## src/rtl/comproc_pkg.sv

```systemverilog
// Shared definitions for the memory dump transmitter and the UART program loader:
// dump FSM states, the baud divider helper and the end-of-block marker.
package comproc_pkg;

  typedef enum logic [3:0] {
    IDLE,
    REQ,
    WAIT,
    HI,
    LO,
    NEXT,
    END_HI,
    END_LO,
    FIN
  } dump_state_t;

  // Terminator word appended after a block; the loader stops on the same value.
  localparam logic [15:0] END_MARK_DEFAULT = 16'h7fff;

  // Clock cycles per serial bit, rounded to the nearest integer.
  function automatic int baud_div(input int clk_hz, input int baud);
    return (clk_hz + baud / 2) / baud;
  endfunction

endpackage

```

## src/rtl/uart_tx_byte.sv

```systemverilog
// 8N1 byte serializer. A byte accepted while ready is high starts its start bit
// on the next cycle; the line idles high and returns high at once on reset.
module uart_tx_byte #(
  parameter int DIV = 16
) (
  input  logic       sys_clk,
  input  logic       rst_n,
  input  logic       valid,
  input  logic [7:0] data,
  output logic       ready,
  output logic       tx
);

  localparam int CW = (DIV > 1) ? $clog2(DIV) : 1;
  localparam logic [CW-1:0] LAST_TICK = CW'(DIV - 1);

  logic          active;
  logic [CW-1:0] bit_cnt;
  logic [3:0]    bit_idx;
  logic [9:0]    shift_q;

  // Load a frame on handshake, then shift one bit out every DIV cycles, filling with idle ones.
  always_ff @(posedge sys_clk or negedge rst_n) begin
    if (!rst_n) begin
      active  <= 1'b0;
      bit_cnt <= '0;
      bit_idx <= '0;
      shift_q <= '1;
    end else if (!active) begin
      if (valid) begin
        shift_q <= {1'b1, data, 1'b0};
        active  <= 1'b1;
        bit_cnt <= '0;
        bit_idx <= '0;
      end
    end else if (bit_cnt == LAST_TICK) begin
      bit_cnt <= '0;
      shift_q <= {1'b1, shift_q[9:1]};
      if (bit_idx == 4'd9) begin
        active  <= 1'b0;
        bit_idx <= '0;
      end else begin
        bit_idx <= bit_idx + 4'd1;
      end
    end else begin
      bit_cnt <= bit_cnt + CW'(1);
    end
  end

  assign ready = !active;
  assign tx    = shift_q[0];

endmodule

```

## src/rtl/mem_dump_tx.sv

```systemverilog
// Reads a block of 16-bit words over the mem bus and streams each word out on
// the UART, high byte first, optionally followed by the end marker word.
module mem_dump_tx
  import comproc_pkg::*;
#(
  parameter int          ADDR_WIDTH = 12,
  parameter int          CLK_HZ     = 27000000,
  parameter int          BAUD       = 115200,
  parameter logic [15:0] END_MARK   = END_MARK_DEFAULT,
  parameter bit          SEND_END   = 1'b1
) (
  input  logic                  sys_clk,
  input  logic                  rst_n,
  input  logic                  start,
  input  logic [ADDR_WIDTH-1:0] start_addr,
  input  logic [ADDR_WIDTH-1:0] word_count,
  input  logic                  abort,
  output logic                  mem_req,
  output logic [ADDR_WIDTH-1:0] mem_addr,
  input  logic [15:0]           rd_data,
  output logic                  uart_tx,
  output logic                  busy,
  output logic                  done
);

  localparam int DIV = baud_div(CLK_HZ, BAUD);
  localparam logic [ADDR_WIDTH-1:0] ONE = ADDR_WIDTH'(1);
  localparam logic [ADDR_WIDTH-1:0] TWO = ADDR_WIDTH'(2);
  localparam dump_state_t AFTER_BLOCK = SEND_END ? END_HI : FIN;

  dump_state_t           state, next_state;
  logic [ADDR_WIDTH-1:0] addr_q, cnt_q;
  logic [15:0]           word_q;
  logic                  abort_q, abort_eff;
  logic                  done_q, done_set;
  logic                  ser_valid, ser_ready;
  logic [7:0]            ser_data;

  // A pending abort is honoured in every busy state; in IDLE it is simply dropped.
  assign abort_eff = abort | abort_q;

  // State register.
  always_ff @(posedge sys_clk or negedge rst_n) begin
    if (!rst_n) state <= IDLE;
    else        state <= next_state;
  end

  // Next-state logic and serializer hand-off; no byte is offered once an abort is pending.
  always_comb begin
    next_state = state;
    ser_valid  = 1'b0;
    ser_data   = word_q[15:8];
    done_set   = 1'b0;
    case (state)
      IDLE:   if (start) next_state = (word_count != '0) ? REQ : AFTER_BLOCK;
      REQ:    next_state = abort_eff ? FIN : WAIT;
      WAIT:   next_state = abort_eff ? FIN : HI;
      HI: begin
        if (abort_eff) next_state = FIN;
        else begin
          ser_valid = 1'b1;
          ser_data  = word_q[15:8];
          if (ser_ready) next_state = LO;
        end
      end
      LO: begin
        if (abort_eff) next_state = FIN;
        else begin
          ser_valid = 1'b1;
          ser_data  = word_q[7:0];
          if (ser_ready) next_state = NEXT;
        end
      end
      NEXT: begin
        if (abort_eff)           next_state = FIN;
        else if (cnt_q == ONE)   next_state = AFTER_BLOCK;
        else                     next_state = REQ;
      end
      END_HI: begin
        if (abort_eff) next_state = FIN;
        else begin
          ser_valid = 1'b1;
          ser_data  = END_MARK[15:8];
          if (ser_ready) next_state = END_LO;
        end
      end
      END_LO: begin
        if (abort_eff) next_state = FIN;
        else begin
          ser_valid = 1'b1;
          ser_data  = END_MARK[7:0];
          if (ser_ready) next_state = FIN;
        end
      end
      FIN: begin
        if (ser_ready) begin
          done_set   = 1'b1;
          next_state = IDLE;
        end
      end
      default: next_state = IDLE;
    endcase
  end

  // Address/count/word registers, sticky abort and the registered done pulse.
  always_ff @(posedge sys_clk or negedge rst_n) begin
    if (!rst_n) begin
      addr_q  <= '0;
      cnt_q   <= '0;
      word_q  <= '0;
      abort_q <= 1'b0;
      done_q  <= 1'b0;
    end else begin
      done_q <= done_set;
      if (state == IDLE) abort_q <= 1'b0;
      else if (abort)    abort_q <= 1'b1;
      case (state)
        IDLE: begin
          if (start) begin
            addr_q <= start_addr & ~ONE;
            cnt_q  <= word_count;
          end
        end
        WAIT: word_q <= rd_data;
        NEXT: begin
          addr_q <= addr_q + TWO;
          cnt_q  <= cnt_q - ONE;
        end
        default: ;
      endcase
    end
  end

  assign mem_req  = (state == REQ);
  assign mem_addr = addr_q;
  assign busy     = (state != IDLE);
  assign done     = done_q;

  uart_tx_byte #(
    .DIV(DIV)
  ) u_ser (
    .sys_clk(sys_clk),
    .rst_n  (rst_n),
    .valid  (ser_valid),
    .data   (ser_data),
    .ready  (ser_ready),
    .tx     (uart_tx)
  );

endmodule

```

## config.mk

```make
export PLATFORM = sky130hd
export DESIGN_NAME = mem_dump_tx
export DESIGN_NICKNAME = d
export VERILOG_FILES = /design/src/rtl/comproc_pkg.sv /design/src/rtl/uart_tx_byte.sv /design/src/rtl/mem_dump_tx.sv
export SDC_FILE = /design/constraint.sdc
export NUM_CORES = 1
export LEC_CHECK = 0
export CAP_MARGIN = 20
export CELL_PAD_IN_SITES_DETAIL_PLACEMENT = 1
export CELL_PAD_IN_SITES_GLOBAL_PLACEMENT = 1
export CORE_AREA = 2 2 95 97
export DETAILED_ROUTE_END_ITERATION = 8
export DIE_AREA = 0 0 97 99
export DONT_BUFFER_PORTS = 1
export GPL_TIMING_DRIVEN = 0
export PLACE_DENSITY = 0.83
export SLEW_MARGIN = 10
export SYNTH_ARGS = -nofsm -noshare
export SYNTH_HDL_FRONTEND = slang
export SYNTH_SLANG_ARGS = --single-unit
export TNS_END_PERCENT = 1
```

## constraint.sdc

```tcl
create_clock -name sys_clk -period 1.9 [get_ports sys_clk]
set_clock_uncertainty 0.15 [all_clocks]
set_input_delay 0.57 -clock sys_clk [delete_from_list [all_inputs] [get_ports sys_clk]]
set_output_delay 0.57 -clock sys_clk [all_outputs]
set_load 0.02 [all_outputs]
```

==> key figures, run 1 <==
Setup path
  • Crit-path cells: or4_4 -> or4_4 -> a211oi_2 -> o22ai_1
  • CP Launch Point: cnt_q[4]
  • Critical path peak fanout: 4
  • Most frequent CP cell: or4_4
  • Worst path bufs/invs: 0
  • CP max stage delay: about 600 ps
  • Cell family with most CP delay: simple AND/OR/NAND/NOR gates
  • Req. time, crit path: 1970 ps
  • R2R Path Start: cnt_q[4]
  • CP max-delay cell: or4_4
  • Kind of critical path: flop to flop
  • Worst Setup End Kind: flop
  • Worst setup SP type: flop
  • Worst Path Arrival: ~2300 ps

Global route
  • Grt total ovfl: 0
  • Vias in the first global route: between 3000 and 4000
  • Pin count of the biggest net entering global routing: between 60 and 70
  • First-pass GRT wire length: around 16000 um
  • Antenna violations before repair: 0
  • Tot GR Track Use: 0.215

Detailed routing
  • Routed Antenna Nets: 0
  • Routed Wire Length: just over 10000 um
  • Iteration-0 DRC Markers: 100
  • Routed vias: approximately 3000
  • DR pass1 iterations: 6
  • Mean routed wirelength per cell: ~21 um
  • Vias/cell: 6.15
  • DRC: 0

Synth
  • Post-synthesis sequential area ratio: 0.463
  • Syn avg cell area: slightly above 10 um2
  • Top cell type's share of synthesized area: 0.398
  • Synth Net Count: 411
  • Yosys reg bits: 67
  • Synth area leaders: dfrtp_1, dfstp_2, mux2_2
  • Netlist cell types: 65
  • Synth area leader: dfrtp_1
  • Prevailing post-synth register cell: dfrtp_1
  • Post-synth EDFFs: 0
  • YS warnings: 0
  • Ys async rst share: 1.00
  • Syn Inst Count: 360
  • Mapped Area: approximately 3600 um2

Floorplanning
  • Die Wd: ~97 um
  • Die Ht: about 99 um
  • Starting Density: 0.426
  • Die Footprint: around 9600 um2
  • Site row count: 34
  • Core area: roughly 8600 um2
  • I/O pin total: 60

Run
  • Max-cap violations: 0

Power
  • Cell leakage power: 1.78 nW
  • Int Pwr: around 0.0043 W
  • P_sw: a little under 0.003 W
  • Clock Power Share: 0.183
  • Pwr Total: 0.00728 W
  • Combinational power share: 0.412
  • VDD IR max: ~0.77 mV
  • Power Density: between 1500 and 2000 nW/um2
  • Sequential power share: 0.405
  • Sw Share: 0.404

Timing
  • Final setup margin: -288 ps
  • RSZ-0062 raised after global routing: yes
  • Worst-Margin Slew: between 700 and 800 ps
  • Minimum clock period: about 2200 ps
  • Fmax: ~460 MHz
  • Final setup viols: 18
  • Final Hold Viols: 67
  • Setup TNS: -2400 ps
  • Slew Viols, Final: 0
  • Hold slack: -241 ps
  • Max-Slew Margin vs Limit: 0.494
  • Final period utilization: 1.15

Placement
  • Final Wtd Congestion: a little under 0.9
  • PortBufs: 0
  • HPWL Detailed: 6730 um

Clock tree
  • CTS buffer count: 9
  • Clock slew at reported path FFs: ~80 ps
  • Clock Tree Root: clkbuf_8
  • CTS tree: built
  • Clock sinks: 67
  • H-tree depth: 3
  • Longest Clk Path Bufs: 2
  • Worst-Skew Late Latency: ~350 ps

Cells and area
  • Register area: ~1700 um2
  • Fillers: 938
  • Finished Core Util: 0.505
  • Antenna cell count: 0
  • Nets: 429
  • Multi-input gate area: around 2000 um2
  • Layout cell share with drive strength beyond 1: 0.298
  • P&R area growth vs syn: 18.4%

Run status
  • Failing checks: negative hold slack, negative setup slack
  • Run status: finished, violations left

Worst hold path
  • HP Class: primary input to asynchronous set/reset pin
registers in the layout, indices dropped and copies added (netlist names):
name	flops
abort_q	1
u_ser.shift_q	9
done	1
mem_addr	11
u_ser.bit_idx	4
word_q	16
state	4
u_ser.bit_cnt	8
cnt_q	12
u_ser.active	1
what timing repair did:
item                                   in CTS  in global routing
resized for setup                          38                 40
setup endpoints to repair                  67                 49
setup buffers                               4                  5
pin swaps                                   4                 10
endpoints found under the hold margin      67                 67
metrics by stage:
stage                     instances  worst slack, ps  hold WS, ps  instance area (um2)
after detailed placement        468             -605          126                 3790
after global routing            491             -358         -272                 4320
after floorplan                 360             -182          124                 3660
final                           491             -288         -241                 4320
after CTS                       486             -238         -255                 4140
after global placement          468             -529          128                 3790
metal layers:
layer | up-vias | routed length (um) | track usage
li1 | 1394 | - | -
met1 | 1533 | 4320 | 0.259
met2 | 79 | 5400 | 0.382
met3 | 12 | 465 | 0.0674
met4 | 0 | 87 | 0.0401
met5 | - | 0 | 0
cell type report:
cell class,count,area share
repair buffers,9,0.0174
clock buffers,11,0.0327
multi-input cells,256,0.458
flip-flops and latches,67,0.394
inverters,18,0.0165
clock inverters,5,0.0180
plain buffers,17,0.0319
well taps,108,0.0313
cells in the final DEF (no fill, tap or decap), types with 3 or more instances in the layout:
| cell | instances |
|---|---|
| dfrtp_2 | 11 |
| a21oi_1 | 13 |
| o22ai_1 | 8 |
| nand2_1 | 25 |
| a211oi_1 | 7 |
| or4_4 | 3 |
| nor2_1 | 29 |
| a311oi_1 | 4 |
| buf_4 | 11 |
| clkbuf_1 | 3 |
| o2bb2ai_1 | 5 |
| clkbuf_8 | 10 |
| nand3_1 | 7 |
| mux2i_1 | 7 |
| nor3_1 | 7 |
| nand2b_1 | 4 |
| a21o_1 | 7 |
| buf_6 | 6 |
| nand4_1 | 5 |
| mux2_2 | 17 |
| inv_1 | 17 |
| nor4_1 | 3 |
| and2_1 | 4 |
| nor4_2 | 4 |
| or3_1 | 3 |
| o221ai_2 | 7 |
| dfrtp_1 | 47 |
| ha_1 | 7 |
| nor3_4 | 3 |
| dfstp_2 | 9 |
| o211ai_1 | 5 |
| nor2b_1 | 3 |
| o21ai_0 | 5 |
| and3_1 | 10 |
| a22oi_1 | 3 |
power groups by stage:
stage | logic, W | registers (W) | clock network, W
floorplan | 0.00195 | 0.00269 | 0
global placement | 0.00233 | 0.00284 | 0
detailed placement | 0.00244 | 0.00289 | 0
CTS | 0.00269 | 0.00289 | 0.00137
global route | 0.00329 | 0.00305 | 0.00143
finish | 0.00300 | 0.00295 | 0.00133
path summary, 6_finish.rpt:
kind	to	cells after the start	slack (ps)
setup / recovery	state[0]	4	-290
hold / removal	cnt_q[8]	0	-240
setup reg to reg	state[0]	4	-290
hold reg to reg	u_ser.shift_q[1]	2	330
max in group asynchronous	u_ser.shift_q[6]	0	1640
min in group sys_clk	cnt_q[4]	2	210
Yosys cell counts (9+ instances only):
| cell | n |
|---|---|
| and3_1 | 10 |
| a21oi_1 | 13 |
| nor2_1 | 29 |
| mux2_2 | 17 |
| dfrtp_1 | 58 |
| dfstp_2 | 9 |
| clkbuf_1 | 13 |
| nand2_1 | 26 |
| inv_1 | 18 |
kinds of logic after synthesis:
kind of cell               after synthesis  synth area share
AOI/OAI and AO/OA                       92             0.198
xor gates and xnor gates                 1           0.00240
adders and majority gates                7            0.0240
buffers and inverters                   37            0.0408
DFF                                     67             0.463
muxes                                   26            0.0779
other                                    1           0.00103
and+or+nand+nor                        129             0.193
Power figures use the tool's default switching activity.
==> run 2, diff against run 1 <==
SETUP_SLACK_MARGIN = 0.05   (was not set)
SLEW_MARGIN = 20   (was 10)
==> run 2 against run 1 <==
  * The flow still finishes with violations (negative hold slack, negative setup slack)
  * Die area unchanged
  * Largest power group is now registers
  * Via count shrank 1.1%
  * Clock power is essentially flat
  * Register-to-register slack gained 40 ps
  * Critical endpoint unchanged
==> key figures, run 2 (synthesized netlist as in run 1, its figures left out) <==
Run status
  • Run status: finished, violations left
  • Failing checks: negative hold slack, negative setup slack

Detailed routing
  • DR pass1 iterations: 4
  • Iteration-0 DRC Markers: between 100 and 150
  • Vias/cell: 6.12
  • Routed Antenna Nets: 0
  • DRC: 0
  • Routed Wire Length: 9950 um
  • Routed vias: about 3000
  • Mean routed wirelength per cell: roughly 20 um

Setup path
  • Most frequent CP cell: or4_4
  • Worst Setup End Kind: flop
  • CP max stage delay: between 500 and 600 ps
  • Req. time, crit path: between 1500 and 2000 ps
  • Worst r2r path cells: 4
  • Crit-path cells: or4_4 -> or4_4 -> a211oi_2 -> o22ai_1
  • R2R Path End: state[0]
  • Worst setup SP type: flop
  • R2R Path Start: cnt_q[4]
  • Worst Path Arrival: between 2000 and 2500 ps
  • Reg2Reg Setup Slack: -250 ps
  • CP max-delay cell: or4_4
  • Critical path peak fanout: 4
  • Kind of critical path: flop to flop

Worst hold path
  • HP Class: primary input to asynchronous set/reset pin

Cells and area
  • Layout cell share with drive strength beyond 1: 0.274
  • Register area: 1700 um2
  • Reg with most FFs: word_q
  • Final Cell Area: ~4200 um2
  • Multi-input gate area: 1930 um2
  • Most frequent cells in the layout: dfrtp_1, nor2_1, nand2_1
  • Fillers: about 940
  • Nets: about 430
  • Finished Core Util: 0.495
  • Antenna cell count: 0
  • Most common cell after layout, fill and taps aside: dfrtp_1
  • P&R area growth vs syn: 16.0%
  • Largest register FFs: 16

Global route
  • Antenna violations before repair: 0
  • Tot GR Track Use: 0.214
  • Pin count of the biggest net entering global routing: 68
  • First-pass GRT wire length: ~16000 um
  • Grt total ovfl: 0
  • Vias in the first global route: 3224

Placement
  • HPWL Detailed: ~6700 um
  • Area after DPL: roughly 3800 um2
  • Final Wtd Congestion: just under 0.9
  • PortBufs: 0

Power
  • Power Density: 1660 nW/um2
  • Cell leakage power: between 1.5 and 2 nW
  • VDD IR max: about 0.77 mV
  • Pwr Total: ~0.0070 W

Timing
  • Worst-Margin Slew: roughly 700 ps
  • Final Hold Viols: 67
  • Final setup margin: -253 ps
  • RSZ-0062 raised after global routing: yes
  • Final setup viols: 29
  • Minimum clock period: approximately 2200 ps
  • Max-Slew Margin vs Limit: 0.538
  • Slew Viols, Final: 0
  • Fmax: approximately 460 MHz
  • Final period utilization: 1.13
  • Hold slack: -245 ps

Clock tree
  • CTS tree: built
  • Clock sinks: 67
  • Worst-Skew Late Latency: 350 ps
  • H-tree depth: 3
  • Clock Tree Root: clkbuf_8
  • Longest Clk Path Bufs: 2
  • CTS buffer count: 9
  • Clock slew at reported path FFs: approximately 80 ps

Floorplanning
  • I/O pin total: 60
  • Die Footprint: just under 10000 um2
  • Starting Density: 0.426
  • Die Ht: just under 100 um
  • Die Wd: between 90 and 100 um
  • Core area: roughly 8600 um2
  • Site row count: 34

Run
  • Max-cap violations: 0
## run 2: worst max-delay path: cells and delay by family (launching register included)
| family | cells | cell delay, ps |
|---|---|---|
| simple gates | 2 | 1120 |
| compound gates | 2 | 330 |
| flops | 1 | 420 |
## run 2: power breakdown
group | leakage [nW] | internal (W) | switching (W) | total (W)
clock network | 0.109 | 0.000771 | 0.000572 | 0.00134
logic | 0.849 | 0.00129 | 0.00147 | 0.00276
registers | 0.798 | 0.00212 | 0.000800 | 0.00292
## run 2: how the worst max path moves through the flow
stage | from | to | cells after the start
after detailed placement | state[2] | word_q[13] | 4
after global placement | state[2] | word_q[6] | 4
after CTS | cnt_q[4] | state[0] | 4
after floorplan | abort | u_ser.shift_q[1] | 5
final | cnt_q[4] | state[0] | 4
after global routing | state[1] | busy | 3
## run 2: layer usage
metal	global-route usage	share of wire	vias to the layer above
met3	0.0674	0.045	9
met1	0.260	0.43	1525
met2	0.380	0.52	58
li1	-	-	1394
met4	0.0401	0.0075	0
met5	0	0	-
## run 2: repair_timing
| action | in CTS | in global routing |
|---|---|---|
| gates resized for setup | 43 | 15 |
| endpoints found under the hold margin | 67 | 67 |
| endpoints found under the setup margin | 67 | 59 |
| buffers inserted | 4 | 1 |
| pin swaps | 5 | 5 |
## run 2: through the flow
step                      instances  worst slack, ps  TNS [ps]
after detailed placement        468             -605    -25640
after floorplan                 360             -182     -1960
after global routing            488             -314     -6320
after CTS                       487             -237     -3560
after global placement          468             -529    -23010
final                           488             -253     -3080
## run 2: area by class of cell
type	instances	area share
Inverter	18	0.0160
Sequential cell	67	0.402
Clock buffer	11	0.0334
Clock inverter	5	0.0183
Multi-Input combinational cell	256	0.457
Tap cell	108	0.0319
Timing Repair Buffer	5	0.00887
Buffer	18	0.0322
==> run 3, diff against run 2 <==
CORE_AREA = 2 2 87 105   (was 2 2 95 97)
DIE_AREA = 0 0 89 107   (was 0 0 97 99)
REMOVE_ABC_BUFFERS = 1   (was not set)
==> run 3 against run 2 <==
  * The flow still finishes with violations (negative hold slack, negative setup slack)
  * Worst setup slack got worse by 70 ps
  * Power rose by 1.7%
  * Clock-buffer cell count shrank 2
  * First-iteration DRC count rose by 5.1%
  * Non-clock buffer count is 6 lower
  * Die area is 0.83% lower
  * Via count rose by 3.8%
  * Fmax shrank 3.1%
  * Largest cell class unchanged
  * Highest routed layer unchanged
==> key figures, run 3 (synthesized netlist as in run 1, its figures left out) <==
Run
  • Max-cap violations: 0

Timing
  • Final setup margin: -322 ps
  • Worst-Margin Slew: 670 ps
  • RSZ-0062 raised after global routing: yes
  • Final setup viols: 31
  • Max-Slew Margin vs Limit: 0.541
  • Slew Viols, Final: 0
  • Fmax: about 450 MHz
  • Final Hold Viols: 67
  • Final period utilization: 1.17
  • Hold slack: -249 ps
  • Minimum clock period: 2220 ps

Detailed routing
  • Routed Antenna Nets: 0
  • DR pass1 iterations: 5
  • DRC: 0
  • Mean routed wirelength per cell: roughly 23 um
  • Routed Wire Length: around 11000 um
  • Vias/cell: 6.31
  • Routed vias: between 3000 and 4000
  • Iteration-0 DRC Markers: roughly 140

Global route
  • Vias in the first global route: approximately 3400
  • First-pass GRT wire length: about 18000 um
  • Grt total ovfl: 0
  • Pin count of the biggest net entering global routing: between 60 and 70
  • Antenna violations before repair: 0
  • Tot GR Track Use: 0.246

Floorplanning
  • Die Wd: 89 um
  • I/O pin total: 60
  • Die Ht: 107 um
  • Die Footprint: between 9000 and 10000 um2
  • Core area: roughly 8500 um2
  • Site row count: 37
  • Starting Density: 0.428

Power
  • Int Pwr: approximately 0.004 W
  • P_sw: between 0.003 and 0.004 W
  • Power Density: ~1700 nW/um2
  • Clock Power Share: 0.171
  • Combinational power share: 0.398
  • Cell leakage power: roughly 1.7 nW
  • VDD IR max: 1.01 mV
  • Sw Share: 0.429
  • Sequential power share: 0.431

Setup path
  • Reg2Reg Setup Slack: -310 ps
  • Crit-path cells: nor4_4 -> inv_2
  • CP max stage delay: roughly 550 ps
  • Critical path peak fanout: 16
  • CP max-delay cell: dfrtp_2
  • Worst setup SP type: flop
  • Req. time, crit path: ~1200 ps
  • Worst Path Arrival: 1500 ps
  • Worst Setup End Kind: output pin
  • Kind of critical path: flop to output pin

Clock tree
  • Longest Clk Path Bufs: 2
  • Clock Tree Root: clkbuf_8
  • Clock slew at reported path FFs: ~90 ps
  • CTS buffer count: 9
  • Worst-Skew Late Latency: between 300 and 400 ps
  • H-tree depth: 3
  • CTS tree: built
  • Clock sinks: 67

Cells and area
  • Largest register FFs: 16
  • Multi-input gate area: approximately 2000 um2
  • Finished Core Util: 0.500
  • P&R area growth vs syn: 16.9%
  • Most frequent cells in the layout: dfrtp_1, nor2_1, nand2_1
  • Nets: 420
  • Fillers: around 950
  • Reg with most FFs: word_q
  • Most common cell after layout, fill and taps aside: dfrtp_1
  • Antenna cell count: 0
  • Non-Filler Instances: ~500
  • Register area: around 1700 um2
  • Layout cell share with drive strength beyond 1: 0.289

Placement
  • Final Wtd Congestion: 0.822
  • Post-Place Worst Slack: -1280 ps
  • HPWL Detailed: between 6000 and 7000 um
  • PortBufs: 0
  • # placed instances: around 460

Run status
  • Run status: finished, violations left
  • Failing checks: negative hold slack, negative setup slack

Worst hold path
  • HP Class: primary input to asynchronous set/reset pin
run 3: changes by cell type in the layout (fill, tap and decap cells not counted), sizes merged:
cell / change
clkinv: +3
clkinvlp: -1
clkbuf: -12
buf: +4
bufinv: -1
inv: +1
run 3: final cells by class:
cell class                      instances  area share
Clock buffer                            9      0.0291
Clock inverter                          7      0.0159
Inverter                               18      0.0159
Multi-Input combinational cell        256       0.468
Sequential cell                        67       0.400
Tap cell                              117      0.0344
Timing Repair Buffer                   17      0.0367
run 3: through the flow:
step                setup TNS [ps]  cell area [um2]  total power [W]
floorplan                   -19590             3560          0.00457
global placement            -55750             3710          0.00504
detailed placement          -39330             3740          0.00525
CTS                          -5130             4220          0.00691
global route                 -9910             4260          0.00758
finish                       -5540             4260          0.00715
run 3: worst paths after layout:
kind,start,to,depth (start not counted)
setup / recovery,state[0],busy,2
hold / removal,rst_n,word_q[12],0
setup reg to reg,state[3],u_ser.shift_q[7],4
hold reg to reg,u_ser.shift_q[1],u_ser.shift_q[1],2
max in group asynchronous,rst_n,u_ser.shift_q[8],0
min in group sys_clk,rd_data[13],word_q[13],1
run 3: what timing repair did:
action	CTS	global route
endpoints found under the setup margin	67	65
buffers inserted	16	0
hold endpoints to repair	67	67
resized for setup	42	7
pin swaps	18	4
run 3: per-layer routing:
metal,part of all wire,up-vias,global-route usage
met5,0,-,0
met4,0.030,0,0.0991
met3,0.048,31,0.0500
met2,0.54,93,0.439
met1,0.39,1603,0.283
li1,-,1371,-
run 3: critical path: cells and delay by family, from the launching register on:
family | cells | cell delay, ps
flops | 1 | 550
simple gates | 1 | 420
buf+inv | 1 | 170
run 3: power groups by stage:
| stage | logic (W) | registers [W] | clock network, W |
|---|---|---|---|
| floorplan | 0.00180 | 0.00277 | 0 |
| global route | 0.00311 | 0.00317 | 0.00129 |
| global placement | 0.00210 | 0.00295 | 0 |
| CTS | 0.00271 | 0.00300 | 0.00121 |
| finish | 0.00284 | 0.00308 | 0.00122 |
| detailed placement | 0.00223 | 0.00302 | 0 |
